**config.mk**
```make
export PLATFORM = sky130hd
export DESIGN_NAME = ypc_seq
export DESIGN_NICKNAME = d
export VERILOG_FILES = /design/src/rtl/ypc_seq.sv
export SDC_FILE = /design/constraint.sdc
export NUM_CORES = 1
export LEC_CHECK = 0
export CAP_MARGIN = 25
export CORE_MARGIN = 4
export CORE_UTILIZATION = 47
export DETAILED_ROUTE_END_ITERATION = 6
export PLACE_DENSITY = 0.89
export SETUP_SLACK_MARGIN = 0.3
export SLEW_MARGIN = 20
export SYNTH_ARGS = -nofsm -noshare
export SYNTH_HDL_FRONTEND = slang
export SYNTH_SLANG_ARGS = --single-unit
export TNS_END_PERCENT = 10
```
**constraint.sdc**
```tcl
create_clock -name clk -period 5.4 [get_ports clk]
set_input_delay 1.08 -clock clk [delete_from_list [all_inputs] [get_ports clk]]
set_output_delay 1.08 -clock clk [all_outputs]
set_load 0.01 [all_outputs]
```
**src/rtl/ypc_seq.sv**
```systemverilog
// rtl/ypc_seq.sv - program-counter sequencer feeding fetch PCin, with retire count and halt.
// Optional misalignment trap on taken targets: define YPC_MISALIGN_TRAP_EN.
module ypc_seq #(
  parameter int              XLEN      = 32,
  parameter logic [XLEN-1:0] RESET_PC  = XLEN'(128),
  parameter int              MAX_INSTR = 43
) (
  input  logic            clk,
  input  logic            reset,
  input  logic            en,
  input  logic [31:0]     ins,
  input  logic [XLEN-1:0] imm,
  input  logic [XLEN-1:0] jtarget,
  input  logic            zero,
  output logic [XLEN-1:0] pc,
  output logic [XLEN-1:0] pc_p4,
  output logic            taken,
  output logic [XLEN-1:0] retired,
  output logic            halted,
  output logic            err
);

  typedef enum logic {RUN = 1'b0, HALT = 1'b1} state_e;

  state_e          state_q, state_d;
  logic [XLEN-1:0] pc_q, pc_d;
  logic [XLEN-1:0] retired_q, retired_d;
  logic            halted_q, halted_d;
  logic            err_q, err_d;

  logic [6:0]      opc;
  logic            is_br, is_jal, is_ecall, redirect;
  logic [XLEN-1:0] target, next_pc, load_pc, retired_p1;
  logic            misalign, budget_hit;
  logic            unused_bits;

  assign unused_bits = ^{ins[31:7], next_pc[1:0]};

  always_comb begin
    opc        = ins[6:0];
    is_br      = (opc == 7'h63);
    is_jal     = (opc == 7'h6F);
    is_ecall   = (opc == 7'h73);
    redirect   = (is_br && zero) || is_jal;
    pc_p4      = pc_q + XLEN'(4);
    target     = is_jal ? (pc_q + (jtarget << 2)) : (pc_q + (imm << 1));
    next_pc    = redirect ? target : pc_p4;
    retired_p1 = retired_q + XLEN'(1);
    budget_hit = (MAX_INSTR != 0) && (retired_p1 == XLEN'(MAX_INSTR));
`ifdef YPC_MISALIGN_TRAP_EN
    misalign   = redirect && (next_pc[1:0] != 2'b00);
    load_pc    = next_pc;
`else
    // Without the trap the target is silently word-aligned.
    misalign   = 1'b0;
    load_pc    = {next_pc[XLEN-1:2], 2'b00};
`endif
    taken      = redirect && (state_q == RUN);
  end

  always_comb begin
    state_d   = state_q;
    pc_d      = pc_q;
    retired_d = retired_q;
    halted_d  = halted_q;
    err_d     = err_q;
    if (state_q == RUN && en) begin
      if (misalign) begin
        err_d    = 1'b1;
        state_d  = HALT;
        halted_d = 1'b1;
      end else if (is_ecall) begin
        retired_d = retired_p1;
        state_d   = HALT;
        halted_d  = 1'b1;
      end else begin
        pc_d      = load_pc;
        retired_d = retired_p1;
        if (budget_hit) begin
          state_d  = HALT;
          halted_d = 1'b1;
        end
      end
    end
  end

  always_ff @(posedge clk) begin
    if (reset) begin
      state_q   <= RUN;
      pc_q      <= RESET_PC;
      retired_q <= '0;
      halted_q  <= 1'b0;
      err_q     <= 1'b0;
    end else begin
      state_q   <= state_d;
      pc_q      <= pc_d;
      retired_q <= retired_d;
      halted_q  <= halted_d;
      err_q     <= err_d;
    end
  end

  assign pc      = pc_q;
  assign retired = retired_q;
  assign halted  = halted_q;
  assign err     = err_q;

endmodule

```
Word level (Yosys, flattened, before mapping)
Cells that the tools add are included.
W data, S select, Z words.

cells by class
  add/subtract/negate cells = 4
  equal/unequal tests = 4
  mux-type cells = 4
  bitwise logic cells = 2
  reductions and logical operators = 7

operators with widths
  kind                     count
  $add A32 B32 Y32         2
  $mux W32                 2
  $add A32 B1 Y32 const B  1
  $add A32 B3 Y32 const B  1
  $eq A32 B6 Y1 const B    1
  $eq A7 B7 Y1 const B     3
  $reduce_and A2 Y1        2
  $logic_and A1 B1 Y1      3
  $mux W1                  2
  $not A1 Y1               2
  $reduce_bool A2 Y1       1
  $logic_or A1 B1 Y1       1

storage, ports and cells
  flip-flop bits (word level) = 63
  output and inout bits = 99
  word-level logic and storage cells = 24

Depth between registers and ports, before layout
  depth in word-level cells = 4
  mapped depth = 15
  depth with buffers taken out = 14

Least setup slack after synthesis
No wires, ideal clock.

  kind = input -> register
  from = input port ins[5]
  to = register pc_q[26] (netlist: pc[26])
  library setup time = 0.132 ns
  arrival time = 4.581 ns
  path slack = 0.687 ns
  stages on the path = 14
  buffers on the path = 2
  cell sequence = nand4_1 -> nor3_1 -> clkbuf_1 -> clkbuf_1 -> mux2_2 -> ha_1 -> or4_4 -> o2111ai_2 -> a21o_2 -> a21oi_2 -> a22o_1 -> or4_1 -> a31oi_1 -> nor3_1

between the ends
  cells in the longest elaborated chain, start to end = 4
  elaborated cells on any way between the ends = 9

ends and longest elaborated chain
  what                  RTL line  source
  from (decl)           11        input logic [31:0] ins,
  $eq A7 B7 Y1          41        is_br = (opc == 7'h63);
  $logic_and A1 B1 Y1   44        redirect = (is_br && zero) || is_jal;
  $logic_or A1 B1 Y1    44
  $mux W32              47        next_pc = redirect ? target : pc_p4;
  to (signal assigned)  96        pc_q <= pc_d;
  to (decl)             26        logic [XLEN-1:0] pc_q, pc_d;

Several ways; a longest one is shown, not always the timed one.
A chain may end at the register's enable or synchronous reset.

Worst setup path in the final report
  from = input port ins[6]
  to = register pc_q[31] (netlist: pc[31])

The elaborated chain is that of the path after synthesis.

==> results.ini <==
[status]
status=complete, no violations

[pwr]
leakagePower_nw=2.98
powerDensity_nw_per_um2=171
peakVddDrop_mv=0.150
total_power_mw=1.35

[timing]
setup_viol=0
rsz0062_at_grt=no
relSlewSlack_pct=50.6
final-max-slew-violation-count=0
fin_skew_ps=9.91
fin_crit_ps=4690
fin_crit_sh_pct=86.9
setup_tns_ps=0
fmax_mhz=213
hold_violations=0
worstMarginPinSlew_ps=739

[yosys]
ys_seq_elements=63
synth_edf_count=0
yosysWarnings=0
syn_area_um2=5820
syn_avg_cell_area_um2=7.64
synth_ff_type=dfxtp_1
yosys-top-cells-area=dfxtp_1 (22%), ha_1 (7.3%), xor2_1 (6.3%), mux2_2 (5.6%), xnor2_1 (5.4%)
synth_top_cell_by_area=dfxtp_1
ys_seq_area_share_pct=21.7
synth_cells=762
synth_cell_types=78
ys_top_cells_by_count=nor2_1 (83), nand2_1 (73), dfxtp_1 (63)
yosysMostFrequentCell=nor2_1
async_flop_share_pct=0
yosysTopAreaCellShare_pct=21.7

[clock_network]
tritoncts=built
htree_levels=3
post_cts_buffers=0
clock_latency_ps=340
cts_root_buf=clkbuf_16
cts_made_buffers=9
clk_pin_slew_worst_paths_ps=60
cts.sinks=63
cts_hold_buffers=0
cts_buffer_depth=2
cts_resized=0

[grt]
grt_pass1_wl_mm=29.2
grt_pass1_vias=6143
antenna_found_initial=0
gr-total-overflow=0
grt_start_max_net_pins=67
grt_usage_pct=24.4

[routing]
vias=6344
ant_nets=0
drt_first_iter_violations=541
wirelength_mm=17.8
avgViaCountPerCell=5.86
first_pass_iters=5
wl_per_cell_um=16.4
drc=0

[setup_path]
critPathKind=input port to flop
crit_required_ps=5640
reg2reg_to=pc[31]
cp_max_fo=26
end_kind=flop
cp.arrival_ps=4940
ff2ff_setup_slack_ps=2520
worstReg2RegStart=pc[16]
critPathLaunchType=input port
reg2reg_depth=9

[floorplanning]
die_height_um=119
die_x_um=119
num_rows=40
dieArea_um2=14200
coreArea_um2=12100
ios=199
start_util_pct=48.2

[min_path]
hold_path_class=flop to flop
hold_end=pc[18]
hp-start=pc[18]
whs_path_depth=2

[cells_and_area]
syn2layout_area_growth_pct=35.2
fin_nets=1044
drive_above_1_share_pct=7.77
antenna_cells=0
stdcell_count=1082
nFillCells=1020

[place]
gp_congestion=0.904
place.detailed.hpwl_mm=13.3
port_buffers=164
dp_cells=1066

[flow_run]
drv_cap=0

[power by group]
group / switching (mW) / internal (mW)
registers: 0.0189 / 0.475
logic: 0.140 / 0.152
clock network: 0.246 / 0.315
[placed cells by master, fill, tap and decap left out, types with 8 or more instances in the layout]
cell / instances
nand3_1: 33
and3_1: 19
nor3_1: 25
inv_1: 15
a21o_1: 12
buf_4: 8
mux2_2: 29
a31oi_1: 9
xor2_1: 42
and4_1: 12
nand4_1: 17
xnor2_1: 36
nand2_1: 73
ha_1: 34
a211oi_1: 17
o21ai_0: 25
dfxtp_1: 63
clkbuf_16: 9
clkdlybuf4s50_1: 163
a21oi_1: 48
and2_1: 9
nor2_1: 82
[worst max-delay path: stages]
cell             delay (ps)
clkdlybuf4s50_1         460
nand4_1                 230
nor3_2                  280
buf_12                  230
mux2_2                  360
ha_1                    360
a211oi_1                410
o211ai_1                190
a21oi_1                 310
nand2_1                 120
o21bai_1                220
o221ai_1                180
o21a_1                  210
o41ai_1                 270
[area by class of cell]
class | count | area (um^2) | share of cell area, %
tap | 168 | 210 | 2.67
timing repair buffer | 173 | 1720 | 21.8
clock buffer | 9 | 225 | 2.86
inverter | 15 | 56.3 | 0.716
multi-input combinational | 647 | 4340 | 55.2
clock inverter | 7 | 55.1 | 0.700
sequential | 63 | 1260 | 16.0
[flip-flops by register name, summed over array words and instances (netlist names)]
name and cells:
pc 30, halted 1, retired 32
[metrics by stage]
| step | util (%) | hold slack [ps] | worst slack (ps) | area (um^2) |
|---|---|---|---|---|
| final | 65.2 | 539 | 706 | 7870 |
| after global routing | 65.2 | 581 | 323 | 7870 |
| after CTS | 65.2 | 541 | 796 | 7860 |
| after detailed placement | 62.9 | 534 | 454 | 7580 |
| after global placement | 62.9 | 522 | 528 | 7580 |
| after floorplan | - | 531 | 687 | 5830 |
[layer usage]
layer  track usage, %  part of all wire, %  up-vias
met3             5.32                  6.8       58
met4             10.6                  3.6        0
met2             41.8                   48      239
met5                0                    0        -
li1                 -                    -     3079
met1             29.2                   42     2968
[how the worst max path moves through the flow]
stage	depth (start not counted)	from	to	slack [ps]
after CTS	14	ins[5]	pc[31]	800
after floorplan	14	ins[5]	pc[26]	690
after global routing	14	ins[5]	pc[31]	320
after detailed placement	14	ins[5]	pc[31]	450
final	14	ins[6]	pc[31]	710
after global placement	14	ins[5]	pc[31]	530
[cell families after synthesis]
family | share of synthesized area (%)
AND/OR/NAND/NOR | 27.2
buffers and inverters | 4.28
multiplexers | 6.67
AO/OA/AOI/OAI | 20.4
adder cells (fa/ha/maj) | 7.65
XOR/XNOR | 12.0
flip-flops | 21.7
other | 0.0644
Note: power is estimated with default switching activity, not from simulation.
